[config.mk]
export PLATFORM = sky130hd
export DESIGN_NAME = lsu_flat
export DESIGN_NICKNAME = d
export VERILOG_FILES = /design/src/rtl/lsu_pkg.sv /design/src/rtl/lsu_if.sv /design/src/rtl/lsu_align.sv /design/src/rtl/lsu.sv /design/src/flat_wrapper.sv
export SDC_FILE = /design/constraint.sdc
export NUM_CORES = 1
export LEC_CHECK = 0
export CORE_MARGIN = 10
export CORE_UTILIZATION = 45
export CTS_CLUSTER_DIAMETER = 80
export DETAILED_ROUTE_END_ITERATION = 12
export DONT_BUFFER_PORTS = 1
export HOLD_SLACK_MARGIN = 0.02
export PLACE_DENSITY_LB_ADDON = 0.08
export SLEW_MARGIN = 5
export SYNTH_ARGS = -nofsm -noshare
export SYNTH_HDL_FRONTEND = slang
export SYNTH_SLANG_ARGS = --single-unit
[constraint.sdc]
create_clock -name clk -period 5.4 [get_ports clk]
set_input_delay 0.27 -clock clk [delete_from_list [all_inputs] [get_ports clk]]
set_output_delay 0.27 -clock clk [all_outputs]
set_load 0.02 [all_outputs]
[src/rtl/lsu_pkg.sv]
`default_nettype none
// ============================================================================
// Module      : lsu_pkg
// Description : Shared types, Funct3 encodings and formatting helpers for the
//               load/store unit.
// Revision    : 1.0 - initial release
// ============================================================================
package lsu_pkg;

    // Transaction sequencing: wait for an instruction, run the bus
    // handshake, then report the outcome for one cycle.
    typedef enum logic [1:0] {
        S_IDLE   = 2'd0,
        S_ACCESS = 2'd1,
        S_RESP   = 2'd2
    } lsu_state_t;

    localparam logic [2:0] F3_B  = 3'b000;
    localparam logic [2:0] F3_H  = 3'b001;
    localparam logic [2:0] F3_W  = 3'b010;
    localparam logic [2:0] F3_BU = 3'b100;
    localparam logic [2:0] F3_HU = 3'b101;

    // Byte lanes touched by a store of the given size at the given offset.
    function automatic logic [3:0] store_be(input logic [2:0] f3,
                                            input logic [1:0] off);
        logic [3:0] be;
        case (f3)
            F3_B:    be = 4'b0001 << off;
            F3_H:    be = 4'b0011 << {off[1], 1'b0};
            default: be = 4'b1111;
        endcase
        return be;
    endfunction

    // Move the addressed byte/half down to bit 0 and extend it.
    function automatic logic [31:0] load_extend(input logic [2:0]  f3,
                                                input logic [31:0] word,
                                                input logic [1:0]  off);
        logic [31:0] s;
        logic [31:0] r;
        s = word >> {off, 3'b000};
        case (f3)
            F3_B:    r = {{24{s[7]}}, s[7:0]};
            F3_H:    r = {{16{s[15]}}, s[15:0]};
            F3_BU:   r = {24'h000000, s[7:0]};
            F3_HU:   r = {16'h0000, s[15:0]};
            default: r = s;
        endcase
        return r;
    endfunction

    // Misaligned halves/words, unsigned stores and unused encodings are
    // rejected before any bus activity.
    function automatic logic access_fault(input logic       we,
                                          input logic [2:0] f3,
                                          input logic [1:0] off);
        logic bad;
        case (f3)
            F3_B:    bad = 1'b0;
            F3_H:    bad = off[0];
            F3_W:    bad = |off;
            F3_BU:   bad = we;
            F3_HU:   bad = we | off[0];
            default: bad = 1'b1;
        endcase
        return bad;
    endfunction

endpackage
`default_nettype wire

[src/rtl/lsu_if.sv]
`default_nettype none
// ============================================================================
// Module      : lsu_if
// Description : Data-memory req/ack port between the LSU and memory.
// Revision    : 1.0 - initial release
// ============================================================================
interface lsu_if #(
    parameter int DATA_WIDTH = 32
);
    logic                  mem_req;
    logic                  mem_we;
    logic [DATA_WIDTH-1:0] mem_addr;
    logic [3:0]            mem_be;
    logic [DATA_WIDTH-1:0] mem_wdata;
    logic                  mem_ack;
    logic [DATA_WIDTH-1:0] mem_rdata;

    modport master (
        output mem_req, mem_we, mem_addr, mem_be, mem_wdata,
        input  mem_ack, mem_rdata
    );

    modport slave (
        input  mem_req, mem_we, mem_addr, mem_be, mem_wdata,
        output mem_ack, mem_rdata
    );
endinterface
`default_nettype wire

[src/rtl/lsu_align.sv]
`default_nettype none
// ============================================================================
// Module      : lsu_align
// Description : Combinational store lane formatting and load extraction.
// Revision    : 1.0 - initial release
// ============================================================================
module lsu_align
    import lsu_pkg::*;
(
    input  logic [2:0]  i_funct3,
    input  logic [1:0]  i_addr_lo,
    input  logic [31:0] i_wr_data,
    input  logic [31:0] i_mem_rdata,
    output logic [3:0]  o_be,
    output logic [31:0] o_wdata,
    output logic [31:0] o_load_data
);

    // Replicate the store operand so every enabled lane carries it.
    always_comb begin
        o_be        = store_be(i_funct3, i_addr_lo);
        o_load_data = load_extend(i_funct3, i_mem_rdata, i_addr_lo);
        case (i_funct3)
            F3_B:    o_wdata = {4{i_wr_data[7:0]}};
            F3_H:    o_wdata = {2{i_wr_data[15:0]}};
            default: o_wdata = i_wr_data;
        endcase
    end

endmodule
`default_nettype wire

[src/rtl/lsu.sv]
`default_nettype none
// ============================================================================
// Module      : lsu
// Description : Memory-stage load/store unit: req/ack bus sequencing, store
//               formatting, load alignment and pipeline stall generation.
// Revision    : 1.0 - initial release
// ============================================================================
module lsu
    import lsu_pkg::*;
#(
    parameter int DATA_WIDTH = 32
) (
    input  logic                  clk,
    input  logic                  reset_n,
    input  logic                  start,
    input  logic                  MemRead,
    input  logic                  MemWrite,
    input  logic [2:0]            Funct3,
    input  logic [DATA_WIDTH-1:0] Addr,
    input  logic [DATA_WIDTH-1:0] WrData,
    output logic [DATA_WIDTH-1:0] RdData,
    output logic                  done,
    output logic                  fault,
    output logic                  stall,
    lsu_if.master                 mem
);

    lsu_state_t            r_state;
    lsu_state_t            w_state_nxt;

    logic [DATA_WIDTH-1:0] r_addr;
    logic [3:0]            r_be;
    logic [DATA_WIDTH-1:0] r_wdata;
    logic                  r_we;
    logic [2:0]            r_funct3;
    logic [1:0]            r_addr_lo;
    logic                  r_fault;
    logic [DATA_WIDTH-1:0] r_rd_data;

    logic                  w_idle;
    logic                  w_go;
    logic                  w_bad;
    logic [2:0]            w_funct3;
    logic [1:0]            w_addr_lo;
    logic [3:0]            w_be;
    logic [DATA_WIDTH-1:0] w_wdata;
    logic [DATA_WIDTH-1:0] w_load;

    assign w_idle = (r_state == S_IDLE);
    assign w_go   = w_idle & start & (MemRead | MemWrite);
    assign w_bad  = access_fault(MemWrite, Funct3, Addr[1:0]);

    // In IDLE the aligner formats the incoming store; afterwards it decodes
    // the returning read word with the latched size and offset.
    assign w_funct3  = w_idle ? Funct3    : r_funct3;
    assign w_addr_lo = w_idle ? Addr[1:0] : r_addr_lo;

    lsu_align u_align (
        .i_funct3    (w_funct3),
        .i_addr_lo   (w_addr_lo),
        .i_wr_data   (WrData),
        .i_mem_rdata (mem.mem_rdata),
        .o_be        (w_be),
        .o_wdata     (w_wdata),
        .o_load_data (w_load)
    );

    // State register.
    always_ff @(posedge clk or negedge reset_n) begin
        if (!reset_n) r_state <= S_IDLE;
        else          r_state <= w_state_nxt;
    end

    // Next-state: faults skip the bus and report straight away.
    always_comb begin
        w_state_nxt = r_state;
        case (r_state)
            S_IDLE:   if (w_go) w_state_nxt = w_bad ? S_RESP : S_ACCESS;
            S_ACCESS: if (mem.mem_ack) w_state_nxt = S_RESP;
            S_RESP:   w_state_nxt = S_IDLE;
            default:  w_state_nxt = S_IDLE;
        endcase
    end

    // Request capture at acceptance and load-result capture at ack.
    always_ff @(posedge clk or negedge reset_n) begin
        if (!reset_n) begin
            r_addr    <= '0;
            r_be      <= '0;
            r_wdata   <= '0;
            r_we      <= 1'b0;
            r_funct3  <= '0;
            r_addr_lo <= '0;
            r_fault   <= 1'b0;
            r_rd_data <= '0;
        end else begin
            if (w_go) begin
                r_fault <= w_bad;
                if (!w_bad) begin
                    r_addr    <= {Addr[DATA_WIDTH-1:2], 2'b00};
                    r_we      <= MemWrite;
                    r_be      <= MemWrite ? w_be : 4'b1111;
                    r_wdata   <= MemWrite ? w_wdata : '0;
                    r_funct3  <= Funct3;
                    r_addr_lo <= Addr[1:0];
                end
            end
            if ((r_state == S_ACCESS) && mem.mem_ack && !r_we)
                r_rd_data <= w_load;
        end
    end

    assign mem.mem_req   = (r_state == S_ACCESS);
    assign mem.mem_we    = r_we & (r_state == S_ACCESS);
    assign mem.mem_addr  = r_addr;
    assign mem.mem_be    = r_be;
    assign mem.mem_wdata = r_wdata;

    assign RdData = r_rd_data;
    assign done   = (r_state == S_RESP) & ~r_fault;
    assign fault  = (r_state == S_RESP) &  r_fault;
    assign stall  = w_go | (r_state == S_ACCESS);

endmodule
`default_nettype wire

[src/flat_wrapper.sv]
// flat-port wrapper written by rule: the top's interface ports become plain ports
module lsu_flat import lsu_pkg::*;
#(
    parameter int DATA_WIDTH = 32
)
  (clk, reset_n, start, MemRead, MemWrite, Funct3, Addr, WrData, RdData, done, fault, stall, mem_mem_req, mem_mem_we, mem_mem_addr, mem_mem_be, mem_mem_wdata, mem_mem_ack, mem_mem_rdata);
  lsu_if #(.DATA_WIDTH(DATA_WIDTH)) mem_i ();
  input  logic clk;
  input  logic reset_n;
  input  logic start;
  input  logic MemRead;
  input  logic MemWrite;
  input  logic [2:0] Funct3;
  input  logic [DATA_WIDTH-1:0] Addr;
  input  logic [DATA_WIDTH-1:0] WrData;
  output logic [DATA_WIDTH-1:0] RdData;
  output logic done;
  output logic fault;
  output logic stall;
  output wire logic [$bits(mem_i.mem_req)-1:0] mem_mem_req;
  output wire logic [$bits(mem_i.mem_we)-1:0] mem_mem_we;
  output wire logic [$bits(mem_i.mem_addr)-1:0] mem_mem_addr;
  output wire logic [$bits(mem_i.mem_be)-1:0] mem_mem_be;
  output wire logic [$bits(mem_i.mem_wdata)-1:0] mem_mem_wdata;
  input wire logic [$bits(mem_i.mem_ack)-1:0] mem_mem_ack;
  input wire logic [$bits(mem_i.mem_rdata)-1:0] mem_mem_rdata;
  assign mem_mem_req = mem_i.mem_req;
  assign mem_mem_we = mem_i.mem_we;
  assign mem_mem_addr = mem_i.mem_addr;
  assign mem_mem_be = mem_i.mem_be;
  assign mem_mem_wdata = mem_i.mem_wdata;
  assign mem_i.mem_ack = mem_mem_ack;
  assign mem_i.mem_rdata = mem_mem_rdata;
  lsu #(.DATA_WIDTH(DATA_WIDTH)) u_core (.clk(clk), .reset_n(reset_n), .start(start), .MemRead(MemRead), .MemWrite(MemWrite), .Funct3(Funct3), .Addr(Addr), .WrData(WrData), .RdData(RdData), .done(done), .fault(fault), .stall(stall), .mem(mem_i));
endmodule
==> results.rst, run 1 <==
.. list-table::
   :header-rows: 1

   * - Metric
     - Value
   * - Die outline area
     - approximately 0.016 mm2
   * - Origin of the critical flop-to-flop path
     - u_core.r_state[0]
   * - Sink of the worst hold path
     - u_core.mem.mem_addr[30]
   * - Diodes inserted
     - 0
   * - Maximum number of buffers from clock root to sink
     - 2
   * - Post-synthesis to final-layout area growth
     - 7.48%
   * - Slowest cell on crit path
     - sky130_fd_sc_hd__nor2b_4
   * - Static leakage
     - roughly 2.6 nW
   * - Most frequent cells in the layout
     - sky130_fd_sc_hd__nand2_1 (161), sky130_fd_sc_hd__dfrtp_1 (107), sky130_fd_sc_hd__o21ai_0 (41)
   * - Gate count after technology mapping
     - ~560
   * - Final weighted congestion in routability-driven placement
     - approximately 0.85
   * - CTS root buffer
     - sky130_fd_sc_hd__clkbuf_16
   * - Die Wd
     - 126 um
   * - Count of standard-cell rows
     - 38
   * - Final critical-path required period
     - approximately 3 ns
   * - Top delay family on crit path
     - simple AND/OR/NAND/NOR gates
   * - Commonest non-fill, non-tap cell in the layout
     - sky130_fd_sc_hd__nand2_1
   * - End of the worst register-to-register path
     - u_core.mem.mem_wdata[12]
   * - Total DRC errors in the routed layout
     - 0
   * - Gr usage total
     - a little under a fifth
   * - Type of origin of the critical path
     - flip-flop
   * - Critical Path Fanout Max
     - 50
   * - Via-per-instance ratio
     - about 5.8
   * - Share of layout cells above drive strength 1
     - under 10%
   * - Detailed-route via count
     - roughly 4000
   * - Number of post-CTS setup repair buffers
     - 0
   * - Clock-pin slew on the worst setup and hold paths
     - about 0.07 ns
   * - Final Skew
     - about 0.006 ns
   * - Core area
     - between 0.01 and 0.015 mm2
   * - Type of the worst setup path
     - flip-flop to flip-flop
   * - Number of global-route vias before repair
     - slightly below 4000
   * - I/O pins
     - 210
   * - Multi-input logic area
     - roughly 0.0023 mm2
   * - Headroom to the max-slew limit
     - 26.5%
   * - Sequential standard cell area
     - ~0.0027 mm2
   * - Number of antenna violations at the first check in global routing
     - 0
   * - Number of nets in the finished design
     - approximately 640
   * - Final worst path period share
     - approximately 57%
   * - Post-synth EDFFs
     - 0
   * - Req. time, crit path
     - approximately 5.7 ns
   * - Routed length per placed instance
     - roughly 23 um
   * - Peak Freq
     - 325 MHz
   * - Result of the run
     - finished clean
   * - Prevailing post-synth register cell
     - sky130_fd_sc_hd__dfrtp_1
   * - Overall routed net length
     - around 15000 um
   * - Avg Inst Size Synth
     - 9.14 um2
   * - Sequential fraction of the synthesis area
     - between 50% and 60%
   * - Vertical extent of the die
     - 126 um
   * - Cell area power density
     - approximately 550 mW/mm2
   * - Setup repair after global routing missed its margin
     - no
   * - Initial DRC Count
     - around 260
   * - Number of buffer and inverter instances along the worst setup path
     - 0
   * - Clk_lat worst skew
     - around 0.34 ns
   * - Async SR Flop Fraction
     - 100%
   * - Number of max-cap violations
     - 0
   * - WP data arrival
     - about 3.3 ns
   * - TritonCTS buffer count
     - 9
   * - Wire length of the first global-routing pass
     - about 24000 um
   * - Hold violation total from the final report
     - 0
   * - Class of the most critical hold timing path
     - primary input to flip-flop
   * - Hold Path Stages
     - 2
   * - Worst R2R Path Depth
     - 5
   * - Min setup slack post-route
     - approximately 2.3 ns
   * - Final sum of negative setup slack
     - 0 ns
   * - Delay of the slowest cell on the worst path
     - about 0.93 ns
   * - Reg-to-reg slack, setup
     - ~2.3 ns
   * - Crit end category
     - flip-flop
   * - Launch instance of the worst min-delay path
     - Addr[30]
   * - Placement-stage worst setup slack
     - 2.26 ns
   * - CTS tree
     - yes
   * - Count of different cell masters after synthesis
     - between 40 and 50
   * - Antenna-violating nets left
     - 0
   * - Number of buffers added on ports
     - 0
   * - Global-route congestion overflow total
     - 0
   * - Router iterations before antenna repair
     - 4
   * - Synthesis warning total
     - 0
   * - # clock sinks
     - ~110
   * - Worst vdd rail ir drop
     - between 0.2 and 0.25 mV
   * - Detailed Place HPWL
     - roughly 11000 um
   * - Initial core utilization
     - 46.4%
   * - Filler Cells Inserted
     - between 1000 and 1500
   * - Cell breakdown of the critical path
     - nor2_1 -> o211ai_1 -> nor2b_4 -> nand2_1 -> o21ai_0
   * - Final count of negative-setup-slack endpoints
     - 0
   * - Register bit count reported by yosys
     - approximately 110
   * - Area of the mapped netlist
     - 0.00510 mm2
   * - Slew @ Worst Pin
     - 1.10 ns
   * - H-Tree Depth
     - 3
   * - Slew Limit Fails
     - 0
   * - Largest net degree at the start of global routing
     - around 110
## synth_stat cells, types with 3 or more instances
cell | count | area, um2
sky130_fd_sc_hd__nand3_1 | 18 | 90.1
sky130_fd_sc_hd__o22ai_1 | 8 | 50.1
sky130_fd_sc_hd__a22o_1 | 8 | 70.1
sky130_fd_sc_hd__a21oi_2 | 3 | 26.3
sky130_fd_sc_hd__or2_2 | 9 | 56.3
sky130_fd_sc_hd__nand2_1 | 161 | 604
sky130_fd_sc_hd__a21oi_1 | 17 | 85.1
sky130_fd_sc_hd__o31ai_1 | 10 | 75.1
sky130_fd_sc_hd__o21ai_0 | 41 | 205
sky130_fd_sc_hd__clkbuf_1 | 27 | 101
sky130_fd_sc_hd__and3_1 | 7 | 43.8
sky130_fd_sc_hd__mux2i_1 | 30 | 300
sky130_fd_sc_hd__buf_2 | 7 | 35.0
sky130_fd_sc_hd__dfrtp_1 | 107 | 2680
sky130_fd_sc_hd__o22a_1 | 4 | 35.0
sky130_fd_sc_hd__buf_6 | 3 | 33.8
sky130_fd_sc_hd__mux2_2 | 8 | 90.1
sky130_fd_sc_hd__a31oi_1 | 17 | 106
sky130_fd_sc_hd__nor2_1 | 35 | 131
## registers in the layout (all words and copies together) (netlist names), 2 cells and up
name and flops:
u_core.r_funct3 3, u_core.mem.mem_addr 30, u_core.r_addr_lo 2, u_core.r_state 2
u_core.RdData 32, u_core.mem.mem_be 4, u_core.mem.mem_wdata 32
## per-layer routing
metal,GRT usage (%),up-vias,share of wire [%]
met5,0,-,0
met4,7.23,0,2.3
met3,9.20,22,13
met2,28.9,172,47
met1,21.2,1901,38
li1,-,1859,-
## power by group
part	leakage [nW]	total [W]	switching, W	internal, W
sequential	1.33	0.00169	0.000598	0.00109
clock	0.162	0.000720	0.000309	0.000411
combinational	1.09	0.000596	0.000347	0.000249
## timing repair
action	4_1_cts	5_1_grt
hold buffers	2	0
setup endpoints to repair	0	0
hold endpoints to repair	107	0
resized for setup	0	0
## worst max-delay path by stage
stage                                  from                        to  cells past startpoint
final                     u_core.r_state[0]  u_core.mem.mem_wdata[12]                      5
after global routing      u_core.r_state[0]  u_core.mem.mem_wdata[12]                      5
after floorplan           u_core.r_state[0]         u_core.RdData[20]                      8
after CTS                 u_core.r_state[0]  u_core.mem.mem_wdata[12]                      5
after detailed placement  u_core.r_state[0]  u_core.mem.mem_wdata[12]                      5
after global placement    u_core.r_state[0]  u_core.mem.mem_wdata[13]                      5
## metrics by stage
stage	std cells	total power [W]	hold slack, ns	instance area [um2]	util [%]
2_1_floorplan	559	0.00209	-0.0256	5100	-
3_3_place_gp	659	0.00227	-0.0216	5120	46.6
3_5_place_dp	659	0.00230	-0.0215	5120	46.6
4_1_cts	677	0.00303	0.0205	5480	49.9
5_1_grt	677	0.00317	0.0229	5480	49.9
6_report	677	0.00300	0.0274	5480	49.9
## kinds of logic after synthesis
group | share of synthesized area (%)
AND/OR/NAND/NOR | 20.3
AO/OA/AOI/OAI | 15.5
flip-flops | 52.5
buffers and inverters | 3.93
multiplexers | 7.66
other | 0.0735
## final cells by class
type,count,area share (%)
Clock buffer,9,4.11
Multi-Input combinational cell,409,41.1
Clock inverter,7,1.80
Tap cell,140,3.20
Timing Repair Buffer,3,0.822
Inverter,2,0.137
Sequential cell,107,48.9
No activity file was read; power rests on OpenSTA's default activity.
==> run 2: changes to the inputs <==
==> constraint.sdc (replaced) <==
create_clock -name clk -period 2.6 [get_ports clk]
set_input_delay 0.13 -clock clk [delete_from_list [all_inputs] [get_ports clk]]
set_output_delay 0.13 -clock clk [all_outputs]
set_load 0.02 [all_outputs]
==> results.rst, run 2 (same netlist as run 1, synthesis figures left out) <==
.. list-table::
   :header-rows: 1

   * - Metric
     - Value
   * - Req. time, crit path
     - 2.86 ns (was 5.65 ns)
   * - Final worst path period share
     - 90.6% (was 57.0%)
   * - Worst R2R Path Depth
     - 5 (unchanged)
   * - Class of the most critical hold timing path
     - primary input to asynchronous set/reset pin (was primary input to flip-flop)
   * - Clock-pin slew on the worst setup and hold paths
     - 0.07 ns (about the same)
   * - Global-route congestion overflow total
     - 0 (unchanged)
   * - Cell area after placement
     - 0.00523 mm2 (was 0.00512 mm2)
   * - Fin area
     - 0.00615 mm2 (was 0.00548 mm2)
   * - Crit end category
     - flip-flop (unchanged)
   * - End of the worst register-to-register path
     - u_core.RdData[27] (was u_core.mem.mem_wdata[12])
   * - Vertical extent of the die
     - 126 um (unchanged)
   * - Headroom to the max-slew limit
     - 42.0% (was 26.5%)
   * - Highest metal layer with signal wires
     - met4 (unchanged)
   * - Smallest hold slack
     - -0.523 ns (was 0.0274 ns)
   * - Critical Path Fanout Max
     - 24 (was 50)
   * - Placement-stage worst setup slack
     - -0.140 ns (was 2.26 ns)
   * - Cell area power density
     - 1010 mW/mm2 (was 548 mW/mm2)
   * - Die Wd
     - 126 um (unchanged)
   * - Commonest non-fill, non-tap cell in the layout
     - sky130_fd_sc_hd__nand2_1 (unchanged)
   * - Count of cells resized by post-cts repair
     - 0 (unchanged)
   * - Share of layout cells above drive strength 1
     - 9.67% (was 8.94%)
   * - CTS root buffer
     - sky130_fd_sc_hd__clkbuf_16 (unchanged)
   * - Violated checks
     - hold timing
   * - Hold violation total from the final report
     - 107 (was 0)
   * - Number of nets in the finished design
     - 710 (was 637)
   * - Type of origin of the critical path
     - flip-flop (unchanged)
   * - Reg-to-reg slack, setup
     - 0.24 ns (was 2.32 ns)
   * - Peak Freq
     - 424 MHz (was 325 MHz)
   * - Slew @ Worst Pin
     - 0.866 ns (was 1.10 ns)
   * - Router iterations before antenna repair
     - 7 (was 4)
   * - # clock sinks
     - 107 (unchanged)
   * - Number of buffers added on ports
     - 0 (unchanged)
   * - Worst vdd rail ir drop
     - 0.558 mV (was 0.249 mV)
   * - Post-synthesis to final-layout area growth
     - 20.6% (was 7.48%)
   * - Core area
     - 0.0110 mm2 (unchanged)
   * - Antenna-violating nets left
     - 0 (unchanged)
   * - Diodes inserted
     - 0 (unchanged)
   * - Routed length per placed instance
     - 22.2 um (was 22.9 um)
   * - Met2 wire len
     - 8120 um (was 7240 um)
   * - Detailed-route via count
     - 4281 (was 3954)
   * - Origin of the critical flop-to-flop path
     - u_core.r_state[0] (unchanged)
   * - Result of the run
     - finished with violations (was finished clean)
   * - Initial DRC Count
     - 375 (was 256)
   * - Final core area utilization
     - 56.0% (was 49.9%)
   * - Min setup slack post-route
     - 0.244 ns (was 2.32 ns)
   * - Die outline area
     - 0.0160 mm2 (unchanged)
   * - Setup repair after global routing missed its margin
     - no (unchanged)
   * - Final sum of negative setup slack
     - 0 ns (unchanged)
   * - Final count of negative-setup-slack endpoints
     - 0 (unchanged)
   * - Clk_lat worst skew
     - 0.35 ns (was 0.34 ns)
   * - Count of standard-cell rows
     - 38 (unchanged)
   * - Slew Limit Fails
     - 0 (unchanged)
   * - Most frequent cells in the layout
     - sky130_fd_sc_hd__nand2_1 (161), sky130_fd_sc_hd__dfrtp_1 (107), sky130_fd_sc_hd__dlygate4sd3_1 (62) (was sky130_fd_sc_hd__nand2_1 (161), sky130_fd_sc_hd__dfrtp_1 (107), sky130_fd_sc_hd__o21ai_0 (41))
   * - Final critical-path required period
     - 2.36 ns (was 3.08 ns)
   * - Initial core utilization
     - 46.4% (unchanged)
   * - TritonCTS buffer count
     - 9 (unchanged)
   * - Detailed Place HPWL
     - 11500 um (was 11300 um)
   * - Static leakage
     - 2.87 nW (was 2.58 nW)
   * - Number of antenna violations at the first check in global routing
     - 0 (unchanged)
   * - I/O pins
     - 210 (unchanged)
   * - Gr usage total
     - 19.9% (was 18.5%)
   * - Largest net degree at the start of global routing
     - 108 (unchanged)
   * - H-Tree Depth
     - 3 (unchanged)
   * - Final Skew
     - 0.00836 ns (was 0.00591 ns)
   * - Routed metal-1 wirelength
     - 6260 um (was 5930 um)
   * - Number of global-route vias before repair
     - 4326 (was 3966)
   * - Type of the worst setup path
     - flip-flop to flip-flop (unchanged)
   * - Total DRC errors in the routed layout
     - 0 (unchanged)
   * - Overall routed net length
     - 16700 um (was 15500 um)
   * - Maximum number of buffers from clock root to sink
     - 2 (unchanged)
   * - Final weighted congestion in routability-driven placement
     - 0.871 (was 0.849)
   * - Detailed-routed wire length on met3
     - 1970 um (was 1960 um)
   * - WP data arrival
     - 2.61 ns (was 3.33 ns)
   * - CTS tree
     - yes (unchanged)
   * - Via-per-instance ratio
     - 5.71 (was 5.84)
   * - Number of max-cap violations
     - 0 (unchanged)
   * - Wire length of the first global-routing pass
     - 25600 um (was 23700 um)
run 2: final cells by class:
class	instances	area (um2)
Fill cell	983	4830
Sequential cell	107	2680
Multi-Input combinational cell	409	2250
Timing Repair Buffer	76	751
Clock buffer	12	256
Tap cell	140	175
Clock inverter	4	32.5
Inverter	2	7.51
run 2: power by group:
part	total [W]	switching [W]	internal, W
combinational	0.00136	0.000736	0.000619
sequential	0.00350	0.00124	0.00226
clock	0.00135	0.000633	0.000713
run 2: metal layers:
layer	global-route usage [%]	vias to the layer above
met5	0	-
met4	6.43	0
met3	9.37	23
met2	32.1	202
met1	22.8	2049
li1	-	2007
run 2: how the worst max path moves through the flow:
stage                                     to  slack (ns)         startpoint
floorplan                  u_core.RdData[20]        0.47  u_core.r_state[0]
global placement    u_core.mem.mem_wdata[28]       0.009  u_core.r_state[0]
detailed placement  u_core.mem.mem_wdata[24]       -0.14  u_core.r_state[0]
CTS                        u_core.RdData[27]        0.30  u_core.r_state[0]
global route        u_core.mem.mem_wdata[30]         0.1  u_core.r_state[0]
finish                     u_core.RdData[27]        0.24  u_core.r_state[0]
run 2: worst max-delay path, cell delays in order, from the launching register on:
cell and delay (ns):
sky130_fd_sc_hd__dfrtp_1 0.49, sky130_fd_sc_hd__or4_1 0.51, sky130_fd_sc_hd__o31a_2 0.19, sky130_fd_sc_hd__a211o_1 0.34, sky130_fd_sc_hd__o31a_4 0.49, sky130_fd_sc_hd__a31oi_1 0.22
run 2: stage by stage:
| step | power (W) | cells |
|---|---|---|
| 4_1_cts | 0.00627 | 749 |
| 3_5_place_dp | 0.00482 | 671 |
| 3_3_place_gp | 0.00477 | 671 |
| 2_1_floorplan | 0.00433 | 559 |
| 6_report | 0.00620 | 750 |
| 5_1_grt | 0.00658 | 750 |
run 2: repair_timing:
item	CTS	global route
hold endpoints to repair	184	108
hold buffers	61	1
setup buffers	1	0
setup endpoints to repair	12	0
==> run 3: changes to the inputs <==
--- a/config.mk
+++ b/config.mk
@@ -6,8 +6,7 @@
 export NUM_CORES = 1
 export LEC_CHECK = 0
 export CORE_MARGIN = 10
-export CORE_UTILIZATION = 45
-export CTS_CLUSTER_DIAMETER = 80
+export CORE_UTILIZATION = 50
 export DETAILED_ROUTE_END_ITERATION = 12
 export DONT_BUFFER_PORTS = 1
 export HOLD_SLACK_MARGIN = 0.02
==> constraint.sdc (replaced) <==
create_clock -name clk -period 2.2 [get_ports clk]
set_input_delay 0.11 -clock clk [delete_from_list [all_inputs] [get_ports clk]]
set_output_delay 0.11 -clock clk [all_outputs]
set_load 0.02 [all_outputs]
==> results.rst, run 3 (same netlist as run 1, synthesis figures left out) <==
.. list-table::
   :header-rows: 1

   * - Metric
     - Value
   * - Result of the run
     - finished with violations (unchanged)
   * - Violated checks
     - hold timing (unchanged)
   * - Slew @ Worst Pin
     - 0.856 ns (was 0.866 ns)
   * - H-Tree Depth
     - 3 (unchanged)
   * - Global-route congestion overflow total
     - 0 (unchanged)
   * - Type of the worst setup path
     - flip-flop to flip-flop (unchanged)
   * - Detailed-route via count
     - 4501 (was 4281)
   * - Initial core utilization
     - 51.7% (was 46.4%)
   * - Hold violation total from the final report
     - 107 (unchanged)
   * - Class of the most critical hold timing path
     - primary input to asynchronous set/reset pin (unchanged)
   * - Req. time, crit path
     - 2.48 ns (was 2.86 ns)
   * - Via-per-instance ratio
     - 5.82 (was 5.71)
   * - Hold-fix buffer count after cts
     - 72 (was 61)
   * - Wire length of the first global-routing pass
     - 26000 um (was 25600 um)
   * - Filler Cells Inserted
     - 793 (was 983)
   * - Post-synthesis to final-layout area growth
     - 25.2% (was 20.6%)
   * - Antenna-violating nets left
     - 0 (unchanged)
   * - Number of buffers added on ports
     - 0 (unchanged)
   * - Peak Freq
     - 466 MHz (was 424 MHz)
   * - Setup repair after global routing missed its margin
     - yes (was no)
   * - Smallest hold slack
     - -0.572 ns (was -0.523 ns)
   * - Final core area utilization
     - 64.7% (was 56.0%)
   * - Number of global-route vias before repair
     - 4469 (was 4326)
   * - Fin area
     - 0.00638 mm2 (was 0.00615 mm2)
   * - Number of nets in the finished design
     - 742 (was 710)
   * - Routed length per placed instance
     - 22.5 um (was 22.2 um)
   * - Most frequent cells in the layout
     - sky130_fd_sc_hd__nand2_1 (159), sky130_fd_sc_hd__dfrtp_1 (105), sky130_fd_sc_hd__dlygate4sd3_1 (72) (was sky130_fd_sc_hd__nand2_1 (161), sky130_fd_sc_hd__dfrtp_1 (107), sky130_fd_sc_hd__dlygate4sd3_1 (62))
   * - Detailed Place HPWL
     - 11900 um (was 11500 um)
   * - Final count of negative-setup-slack endpoints
     - 0 (unchanged)
   * - Share of layout cells above drive strength 1
     - 14.2% (was 9.67%)
   * - Detailed-routed wire length on met3
     - 1800 um (was 1970 um)
   * - Total DRC errors in the routed layout
     - 0 (unchanged)
   * - Static leakage
     - 2.99 nW (was 2.87 nW)
   * - Critical Path Fanout Max
     - 7 (was 24)
   * - CTS tree
     - yes (unchanged)
   * - Worst vdd rail ir drop
     - 0.514 mV (was 0.558 mV)
   * - Initial DRC Count
     - 469 (was 375)
   * - Cell area after placement
     - 0.00535 mm2 (was 0.00523 mm2)
   * - Final Skew
     - 0.0216 ns (was 0.00836 ns)
   * - Crit end category
     - flip-flop (unchanged)
   * - Cell area power density
     - 1130 mW/mm2 (was 1010 mW/mm2)
   * - Clock-pin slew on the worst setup and hold paths
     - 0.11 ns (was 0.07 ns)
   * - Router iterations before antenna repair
     - 5 (was 7)
   * - Die outline area
     - 0.0146 mm2 (was 0.0160 mm2)
   * - Highest metal layer with signal wires
     - met4 (unchanged)
   * - WP data arrival
     - 2.43 ns (was 2.61 ns)
   * - Vertical extent of the die
     - 121 um (was 126 um)
   * - Headroom to the max-slew limit
     - 42.7% (was 42.0%)
   * - Largest net degree at the start of global routing
     - 108 (unchanged)
   * - Routed metal-1 wirelength
     - 6820 um (was 6260 um)
   * - Diodes inserted
     - 0 (unchanged)
   * - Reg-to-reg slack, setup
     - 0.06 ns (was 0.24 ns)
   * - Gr usage total
     - 22.3% (was 19.9%)
   * - Final weighted congestion in routability-driven placement
     - 0.833 (was 0.871)
   * - CTS root buffer
     - sky130_fd_sc_hd__clkbuf_8 (was sky130_fd_sc_hd__clkbuf_16)
   * - I/O pins
     - 210 (unchanged)
   * - Core area
     - 0.00986 mm2 (was 0.0110 mm2)
   * - Commonest non-fill, non-tap cell in the layout
     - sky130_fd_sc_hd__nand2_1 (unchanged)
   * - Met2 wire len
     - 8340 um (was 8120 um)
   * - # clock sinks
     - 107 (unchanged)
   * - Total design power
     - 0.00719 W (was 0.00620 W)
   * - Slew Limit Fails
     - 0 (unchanged)
   * - Maximum number of buffers from clock root to sink
     - 2 (unchanged)
   * - Die Wd
     - 121 um (was 126 um)
   * - Type of origin of the critical path
     - flip-flop (unchanged)
   * - Number of antenna violations at the first check in global routing
     - 0 (unchanged)
   * - Overall routed net length
     - 17400 um (was 16700 um)
   * - Worst R2R Path Depth
     - 5 (unchanged)
   * - Number of max-cap violations
     - 0 (unchanged)
   * - TritonCTS buffer count
     - 9 (unchanged)
   * - Final critical-path required period
     - 2.14 ns (was 2.36 ns)
   * - Count of standard-cell rows
     - 36 (was 38)
   * - Clk_lat worst skew
     - 0.37 ns (was 0.35 ns)
   * - Final worst path period share
     - 97.4% (was 90.6%)
[run 3: cell count changes in the layout (fill, tap and decap cells not counted), moves of 2 or more]
cell | previous run | this run
sky130_fd_sc_hd__dlygate4sd3_1 | 62 | 72
sky130_fd_sc_hd__dfrtp_1 | 107 | 105
sky130_fd_sc_hd__dfrtp_2 | 0 | 2
sky130_fd_sc_hd__buf_4 | 12 | 31
sky130_fd_sc_hd__nand2_2 | 0 | 2
sky130_fd_sc_hd__clkbuf_16 | 9 | 0
sky130_fd_sc_hd__clkbuf_8 | 2 | 10
sky130_fd_sc_hd__nand2_1 | 161 | 159
[run 3: critical path, stage by stage, from the launching register on]
cell                      delay, ns
sky130_fd_sc_hd__dfrtp_2       0.48
sky130_fd_sc_hd__or4_1         0.49
sky130_fd_sc_hd__o31a_2        0.15
sky130_fd_sc_hd__a211o_4       0.36
sky130_fd_sc_hd__o31a_4        0.40
sky130_fd_sc_hd__a31oi_1       0.19
[run 3: where the power goes]
group	switching (W)	leakage, nW	total [W]	internal, W
sequential	0.00147	1.33	0.00414	0.00267
combinational	0.000967	1.56	0.00181	0.000843
clock	0.000678	0.103	0.00124	0.000561
total	0.00311	2.99	0.00719	0.00407
[run 3: final timing paths]
kind,from,end
max in group asynchronous,reset_n,u_core.r_funct3[1]
min reg2reg,u_core.r_funct3[0],u_core.r_funct3[0]
max,u_core.r_state[0],u_core.RdData[25]
min,reset_n,u_core.mem.mem_wdata[11]
min in group clk,WrData[1],u_core.mem.mem_wdata[17]
max reg2reg,u_core.r_state[0],u_core.RdData[25]
[run 3: cell type report]
cell class                      count  area (um2)  area share [%]
Tap cell                          133         166            2.61
Clock inverter                      5        61.3           0.961
Sequential cell                   107        2680            42.0
Timing Repair Buffer              105         993            15.6
Multi-Input combinational cell    412        2340            36.6
Inverter                            2        7.51           0.118
Clock buffer                       10         138            2.16
[run 3: repair_timing]
item / CTS / global route
pin swaps: 1 / 3
setup buffers: 0 / 2
gates resized for setup: 1 / 15
endpoints found under the setup margin: 13 / 55
endpoints found under the hold margin: 184 / 107
cloned: 0 / 3
[run 3: per-stage QoR]
| stage | TNS (ns) | hold slack, ns | worst slack [ns] | cells |
|---|---|---|---|---|
| final | 0 | -0.572 | 0.0563 | 774 |
| after global routing | -0.0750 | -0.597 | -0.0370 | 774 |
| after CTS | 0 | -0.589 | 0.00891 | 769 |
| after detailed placement | -1.80 | -0.182 | -0.166 | 682 |
| after global placement | -0.864 | -0.182 | -0.0775 | 682 |
| after floorplan | 0 | -0.186 | 0.0749 | 559 |
[run 3: per-layer routing]
| metal | up-vias | track usage (%) |
|---|---|---|
| met4 | 0 | 7.54 |
| met2 | 246 | 35.6 |
| li1 | 2083 | - |
| met5 | - | 0 |
| met1 | 2131 | 28.2 |
| met3 | 41 | 6.89 |
